$ cat src/rtl/led_mode_ctrl_if.sv
// ---------------------------------------------------------------------------
// led_mode_if
//
// Board-facing signal bundle for the LED mode controller.
//
//   btn  [4:0]  raw push buttons, active-high, asynchronous to clk
//   sw   [7:0]  slide switches, quasi-static
//   ledr [15:0] LED bus: {4'b0, dir, paused, mode, display byte}
//   mode [1:0]  current display mode
//
// Modports:
//   master - board / stimulus side: drives btn and sw, observes the LEDs
//   slave  - controller side: reads btn and sw, drives ledr and mode
// ---------------------------------------------------------------------------
interface led_mode_if;
    logic [4:0]  btn;
    logic [7:0]  sw;
    logic [15:0] ledr;
    logic [1:0]  mode;

    modport master (
        output btn,
        output sw,
        input  ledr,
        input  mode
    );

    modport slave (
        input  btn,
        input  sw,
        output ledr,
        output mode
    );
endinterface

$ cat src/rtl/led_mode_ctrl.sv
// ---------------------------------------------------------------------------
// led_mode_ctrl
//
// Mode controller for the 8-bit LED bank. Debounces five push buttons into
// one-cycle press events, steps an 8-bit display pattern through four modes
// (ROTATE, BLINK, COUNT, MIRROR) at a programmable tick rate, and drives the
// 16-bit LED bus with pattern, mode and status.
//
// Parameters:
//   TICK_DIV  - clock cycles per pattern tick (>= 2)
//   DB_CYCLES - consecutive stable samples needed to accept a level change
//               on a button (>= 2)
//
// Ports:
//   clk  in   system clock
//   rst  in   asynchronous, active-high reset
//   bus  slave modport of led_mode_if (btn, sw in; ledr, mode out)
//
// Button map: [0] NEXT mode, [1] PREV mode, [2] PAUSE toggle,
//             [3] DIR toggle, [4] CLEAR (reload current mode's pattern).
// ---------------------------------------------------------------------------
module led_mode_ctrl #(
    parameter int TICK_DIV  = 5000000,
    parameter int DB_CYCLES = 50000
) (
    input  logic       clk,
    input  logic       rst,
    led_mode_if.slave  bus
);

    localparam int DCW = (DB_CYCLES > 2) ? $clog2(DB_CYCLES) : 1;
    localparam int TCW = (TICK_DIV > 2) ? $clog2(TICK_DIV) : 1;

    localparam logic [DCW-1:0] DB_LAST   = DCW'(DB_CYCLES - 1);
    localparam logic [TCW-1:0] TICK_LAST = TCW'(TICK_DIV - 1);

    localparam int BTN_NEXT  = 0;
    localparam int BTN_PREV  = 1;
    localparam int BTN_PAUSE = 2;
    localparam int BTN_DIR   = 3;
    localparam int BTN_CLEAR = 4;

    typedef enum logic [1:0] {
        MODE_ROTATE = 2'd0,
        MODE_BLINK  = 2'd1,
        MODE_COUNT  = 2'd2,
        MODE_MIRROR = 2'd3
    } mode_t;

    // Pattern loaded whenever a mode is entered or cleared.
    function automatic logic [7:0] init_pat(input mode_t m);
        return (m == MODE_ROTATE) ? 8'h01 : 8'h00;
    endfunction

    // -----------------------------------------------------------------------
    // Two-flop synchronizer for the raw buttons
    // -----------------------------------------------------------------------
    logic [4:0] s1_reg;
    logic [4:0] s2_reg;

    always_ff @(posedge clk or posedge rst) begin
        if (rst) begin
            s1_reg <= '0;
            s2_reg <= '0;
        end else begin
            s1_reg <= bus.btn;
            s2_reg <= s1_reg;
        end
    end

    // -----------------------------------------------------------------------
    // Per-button debounce: the debounced level only follows s2 after it has
    // differed for DB_CYCLES consecutive samples. Any sample that agrees with
    // the current level restarts the count, so short glitches are dropped.
    // -----------------------------------------------------------------------
    logic [4:0] db;

    for (genvar gi = 0; gi < 5; gi++) begin : g_db
        logic [DCW-1:0] dcnt_reg;
        logic           db_bit_reg;

        always_ff @(posedge clk or posedge rst) begin
            if (rst) begin
                dcnt_reg   <= '0;
                db_bit_reg <= 1'b0;
            end else if (s2_reg[gi] == db_bit_reg) begin
                dcnt_reg   <= '0;
            end else if (dcnt_reg == DB_LAST) begin
                db_bit_reg <= s2_reg[gi];
                dcnt_reg   <= '0;
            end else begin
                dcnt_reg   <= dcnt_reg + DCW'(1);
            end
        end

        assign db[gi] = db_bit_reg;
    end

    // Rising edge of the debounced level is the press event; releases are
    // intentionally silent.
    logic [4:0] db_d_reg;
    logic [4:0] ev;

    always_ff @(posedge clk or posedge rst) begin
        if (rst) begin
            db_d_reg <= '0;
        end else begin
            db_d_reg <= db;
        end
    end

    assign ev = db & ~db_d_reg;

    // -----------------------------------------------------------------------
    // Mode / pattern state
    // -----------------------------------------------------------------------
    mode_t          mode_reg,   mode_next;
    logic [7:0]     pat_reg,    pat_next;
    logic [TCW-1:0] div_reg,    div_next;
    logic           paused_reg, paused_next;
    logic           dir_reg,    dir_next;

    logic tick;
    logic reload;

    always_ff @(posedge clk or posedge rst) begin
        if (rst) begin
            mode_reg   <= MODE_ROTATE;
            pat_reg    <= 8'h01;
            div_reg    <= '0;
            paused_reg <= 1'b0;
            dir_reg    <= 1'b0;
        end else begin
            mode_reg   <= mode_next;
            pat_reg    <= pat_next;
            div_reg    <= div_next;
            paused_reg <= paused_next;
            dir_reg    <= dir_next;
        end
    end

    always_comb begin
        mode_next   = mode_reg;
        pat_next    = pat_reg;
        div_next    = div_reg;
        paused_next = paused_reg ^ ev[BTN_PAUSE];
        dir_next    = dir_reg ^ ev[BTN_DIR];

        tick   = ~paused_reg & (div_reg == TICK_LAST);
        reload = ev[BTN_CLEAR] | ev[BTN_NEXT] | ev[BTN_PREV];

        // CLEAR outranks NEXT, which outranks PREV; CLEAR keeps the mode.
        if (ev[BTN_CLEAR]) begin
            mode_next = mode_reg;
        end else if (ev[BTN_NEXT]) begin
            mode_next = mode_t'(mode_reg + 2'd1);
        end else if (ev[BTN_PREV]) begin
            mode_next = mode_t'(mode_reg - 2'd1);
        end

        if (reload) begin
            // A reload swallows any tick landing on the same edge.
            pat_next = init_pat(mode_next);
            div_next = '0;
        end else begin
            if (!paused_reg) begin
                div_next = (div_reg == TICK_LAST) ? '0 : div_reg + TCW'(1);
            end

            if (tick) begin
                case (mode_reg)
                    MODE_ROTATE: pat_next = dir_reg ? {pat_reg[0], pat_reg[7:1]}
                                                    : {pat_reg[6:0], pat_reg[7]};
                    MODE_BLINK:  pat_next = (pat_reg == 8'h00) ? bus.sw : 8'h00;
                    MODE_COUNT:  pat_next = dir_reg ? pat_reg - 8'd1 : pat_reg + 8'd1;
                    MODE_MIRROR: pat_next = pat_reg;
                    default:     pat_next = pat_reg;
                endcase
            end
        end
    end

    // -----------------------------------------------------------------------
    // Outputs: everything is straight from registers except the low byte in
    // MIRROR, which is a deliberate combinational path from the switches.
    // -----------------------------------------------------------------------
    logic [7:0] display;

    always_comb begin
        display = pat_reg;
        if (mode_reg == MODE_MIRROR) begin
            display = bus.sw;
        end
    end

    assign bus.ledr = {4'b0000, dir_reg, paused_reg, mode_reg, display};
    assign bus.mode = mode_reg;

endmodule

$ cat src/flat_wrapper.sv
// flat-port wrapper written by rule: the top's interface ports become plain ports
module led_mode_ctrl_flat 
#(
    parameter int TICK_DIV  = 5000000,
    parameter int DB_CYCLES = 50000
)
  (clk, rst, bus_btn, bus_sw, bus_ledr, bus_mode);
  led_mode_if bus_i ();
  input  logic clk;
  input  logic rst;
  input wire logic [$bits(bus_i.btn)-1:0] bus_btn;
  input wire logic [$bits(bus_i.sw)-1:0] bus_sw;
  output wire logic [$bits(bus_i.ledr)-1:0] bus_ledr;
  output wire logic [$bits(bus_i.mode)-1:0] bus_mode;
  assign bus_i.btn = bus_btn;
  assign bus_i.sw = bus_sw;
  assign bus_ledr = bus_i.ledr;
  assign bus_mode = bus_i.mode;
  led_mode_ctrl #(.TICK_DIV(TICK_DIV), .DB_CYCLES(DB_CYCLES)) u_core (.clk(clk), .rst(rst), .bus(bus_i));
endmodule
$ cat config.mk
export PLATFORM = sky130hd
export DESIGN_NAME = led_mode_ctrl_flat
export DESIGN_NICKNAME = d
export VERILOG_FILES = /design/src/rtl/led_mode_ctrl_if.sv /design/src/rtl/led_mode_ctrl.sv /design/src/flat_wrapper.sv
export SDC_FILE = /design/constraint.sdc
export NUM_CORES = 1
export LEC_CHECK = 0
export ABC_AREA = 1
export CORE_ASPECT_RATIO = 0.6
export CORE_MARGIN = 2
export CORE_UTILIZATION = 35
export DETAILED_ROUTE_END_ITERATION = 8
export GPL_TIMING_DRIVEN = 0
export MAX_ROUTING_LAYER = met4
export PLACE_DENSITY_LB_ADDON = 0.08
export SYNTH_ARGS = -nofsm -noshare
export SYNTH_HDL_FRONTEND = slang
export SYNTH_SLANG_ARGS = --single-unit
$ cat constraint.sdc
create_clock -name clk -period 9.5 [get_ports clk]
set_input_delay 0.95 -clock clk [delete_from_list [all_inputs] [get_ports clk]]
set_output_delay 0.95 -clock clk [all_outputs]
set_load 0.03 [all_outputs]
==> flow_metrics.tcl <==
set metrics [dict create \
    status "completed" \
    wl_per_cell_um 13.83 \
    h-tree-depth 4 \
    min_period_ns 3.451 \
    synth_cells 971 \
    drive_above_1_share_pct 10.27 \
    grt_overflow 0 \
    totalWireLength_mm 18.13 \
    fin_skew_ns 0.01309 \
    rrSetupSlack_ns 7.50 \
    clockBufferDepth 2 \
    worst_ep_required_time_ns 8.55 \
    cp_num_cells 5 \
    synth.area.top_cells "dfrtp_1, nand2_1, nor2_1" \
    worstPathArrival_ns 2.50 \
    synth_compound_area_share_pct 6.521 \
    fin_hold_ws_ns 0.3454 \
    worstSetupPathType "reg2out" \
    crit_buf_inv 2 \
    max_freq_mhz 289.8 \
    row_count 41 \
    cts_buffers 17 \
    combPwrFrac_pct 3.5 \
    critPathLaunch "u_core.bus.mode[1]$_DFF_PP0_" \
    p_switching_uw 284.0 \
    cts_setup_buffers 0 \
    num_antenna_cells 0 \
    cts_root_buf "clkbuf_16" \
    fin_setup_tns_ns 0 \
    avgViaCountPerCell 4.833 \
    die_area_um2 23220 \
    critPathCapture "bus_ledr[6]" \
    cp-start-kind "flop" \
    slowest_stage "clkdlybuf4s50_1" \
    synth-simple-area-share_pct 35.01 \
    power_density_nw_per_um2 137.1 \
    core_area_um2 21290 \
    synth_fa_ha_area_share_pct 2.700 \
    synth_ff_type "dfrtp_1" \
    grtUsageTotal_pct 17.21 \
    routabilityCongestion 0.8494 \
    cts_resized 0 \
    hpwl_mm 13.38 \
    crit_chain "ha_1 -> clkbuf_1 -> nand2_1 -> o21ai_0 -> clkdlybuf4s50_1" \
    r2r_end "u_core.pat_reg[7]$_DFFE_PP0P_" \
    start_util_pct 36.14 \
    ys_warn_count 0 \
    timing.final.crit_share_pct 36.33 \
    synth_top_area_cell "dfrtp_1" \
    fin_nets 1053 \
    p_int_uw 932.8 \
    grt_max_degree 89 \
    seq_power_share_pct 48.3 \
    vias 6336 \
    synthMuxAreaShare_pct 0.2927 \
    area_delta_synth_final_pct 15.32 \
    final_max_slew_viol_count 0 \
    largest_reg_flops 80 \
    rsz0062_at_grt "false" \
    fin_cells 1311 \
    drt_iter0_markers 520 \
    min_path_type "reg2reg" \
    synth_xor_area_share_pct 3.643 \
    ys_seq_area_share_pct 43.93 \
    finalSetupViolations 0 \
    async_flop_share_pct 100.0 \
    grt_pass1_wl_mm 30.87 \
    r2r_start "u_core.dir_reg$_DFF_PP0_" \
    drtAntennaViolNets 0 \
    clkTransAtPathRegs_ns 0.06 \
    syn_avg_cell_area_um2 7.923 \
    synth.ff_latch_count 135 \
    cp-end-kind "output port" \
    power_leakage_uw 0.003834 \
    grt_pass1_vias 5771 \
    vdd_drop_max_mv 0.1278 \
    drc 0 \
    synth-edff-count 0 \
    boundaryPins 33 \
    hold_viol_final 0 \
    cp_max_fo 10 \
    whs_path_depth 0 \
    numClockSinks 135 \
    dp.cells 1282 \
    yosysTopAreaCellShare_pct 43.58 \
    maxCapViolations 0 \
    r2r_cells 8 \
    synth_top_family_by_area "simple AND/OR/NAND/NOR gates" \
    syn_area_um2 7694 \
    antenna_found_initial 0 \
    clkPwrFrac_pct 48.2 \
    switching_share_pct 23.34 \
    clk_latency_ns 0.43 \
    io_buffers 28 \
    yosysUniqueCellTypes 45 \
    cts_tree "done" \
    relSlewSlack_pct 60.46 \
    die_w_um 195.4 \
    die_h_um 118.8 \
    cts_hold_buf 0 \
    worstMarginPinSlew_ns 0.5931 \
    first_pass_iters 5 \
    cpLargestDelayFamily "buffers and inverters" \
    cpPeakStageDelay_ns 0.70 \
]
[Yosys cell counts (3+ instances only)]
master    instances
a21oi_1          32
nand3b_1          4
nor3_2            7
nand3_2           5
o211ai_1          4
nand3_1          77
nor3b_1          13
nor3b_2           5
nor3_1           57
clkbuf_1          3
nor4_1           10
o21a_1           10
buf_4            10
nand2_1         171
xnor2_1           6
nand4_1          33
a211oi_1          4
buf_6             4
nor4_2            3
nor2_2            8
nand2_2          12
o21ai_0          30
inv_1           119
ha_1             15
nor2_4            4
nor2_1          135
dfrtp_1         134
inv_2             6
or2_2             7
xor2_1           26
[how the worst min path moves through the flow]
stage | slack [ns] | from | end
final | 0.35 | u_core.s1_reg[1]$_DFF_PP0_ | u_core.s2_reg[1]$_DFF_PP0_
after global routing | 0.36 | u_core.s1_reg[1]$_DFF_PP0_ | u_core.s2_reg[1]$_DFF_PP0_
after CTS | 0.35 | u_core.s1_reg[4]$_DFF_PP0_ | u_core.s2_reg[4]$_DFF_PP0_
after detailed placement | 0.34 | u_core.s1_reg[2]$_DFF_PP0_ | u_core.s2_reg[2]$_DFF_PP0_
after global placement | 0.33 | u_core.s1_reg[0]$_DFF_PP0_ | u_core.s2_reg[0]$_DFF_PP0_
after floorplan | 0.33 | u_core.s1_reg[0]$_DFF_PP0_ | u_core.s2_reg[0]$_DFF_PP0_
[through the flow]
| stage | setup slack [ns] | power [uW] | util, % | area, um2 |
|---|---|---|---|---|
| after floorplan | 4.941 | 625.2 | - | 7705 |
| after global placement | 2.625 | 641.5 | 39.15 | 8334 |
| after detailed placement | 6.250 | 642.8 | 39.30 | 8367 |
| after CTS | 6.003 | 1245 | 41.68 | 8872 |
| after global routing | 5.809 | 1280 | 41.68 | 8872 |
| final | 6.049 | 1217 | 41.68 | 8872 |
[per-layer routing]
layer	part of all wire, %	wire [um]	vias up	global-route usage (%)
met5	0	0	-	-
met4	0.77	140	0	4.294
met3	5.1	918	9	4.050
met2	34	6214	134	19.29
met1	60	10860	2899	28.74
li1	-	-	3294	-
[cells by family after synthesis]
logic type	count (synthesis)
simple gates	555
buf+inv	143
flops	135
compound gates	87
xor+xnor	32
fa+ha+maj	16
mux	2
other cells	1
[power by group through the flow]
stage | clock (uW) | combinational (uW) | sequential, uW
2_1_floorplan | 0 | 28.2 | 597
3_3_place_gp | 0 | 43.2 | 598
3_5_place_dp | 0 | 44.7 | 598
4_1_cts | 613 | 44.8 | 588
5_1_grt | 641 | 49.8 | 589
6_report | 586 | 42.8 | 588
[layout make-up]
cell class / instances / area [um2]
clock buffers: 21 / 450.4
clock inverters: 8 / 55.05
plain buffers: 18 / 135.1
inverters: 125 / 474.2
repair buffers: 29 / 307.8
well taps: 279 / 349.1
flip-flops and latches: 135 / 3379
multi-input cells: 696 / 3721
fillers: 2157 / 12420
[cells in the final DEF, fill, tap and decap left out, types with 5 or more instances in the layout]
cell type / instances
nand4_1: 33
xor2_1: 26
clkbuf_16: 17
nor3b_1: 13
o21a_1: 10
nor2_1: 135
inv_2: 6
nand3_2: 5
o21ai_0: 30
nand2_2: 12
clkbuf_1: 6
a21oi_1: 32
or2_2: 7
nor2_2: 8
buf_4: 10
xnor2_1: 6
nor3_1: 57
nor3_2: 7
inv_1: 118
dfrtp_1: 134
ha_1: 15
nor4_1: 10
nand3_1: 77
clkdlybuf4s50_1: 28
nor3b_2: 5
nand2_1: 171
[worst reg2reg max path: cells and delay by family, from the launching register on]
family,cells,cell delay [ns]
AO/OA/AOI/OAI,2,0.48
adder cells (fa/ha/maj),1,0.38
flip-flops,1,0.72
AND/OR/NAND/NOR,5,0.31
Power figures use the tool's default switching activity.
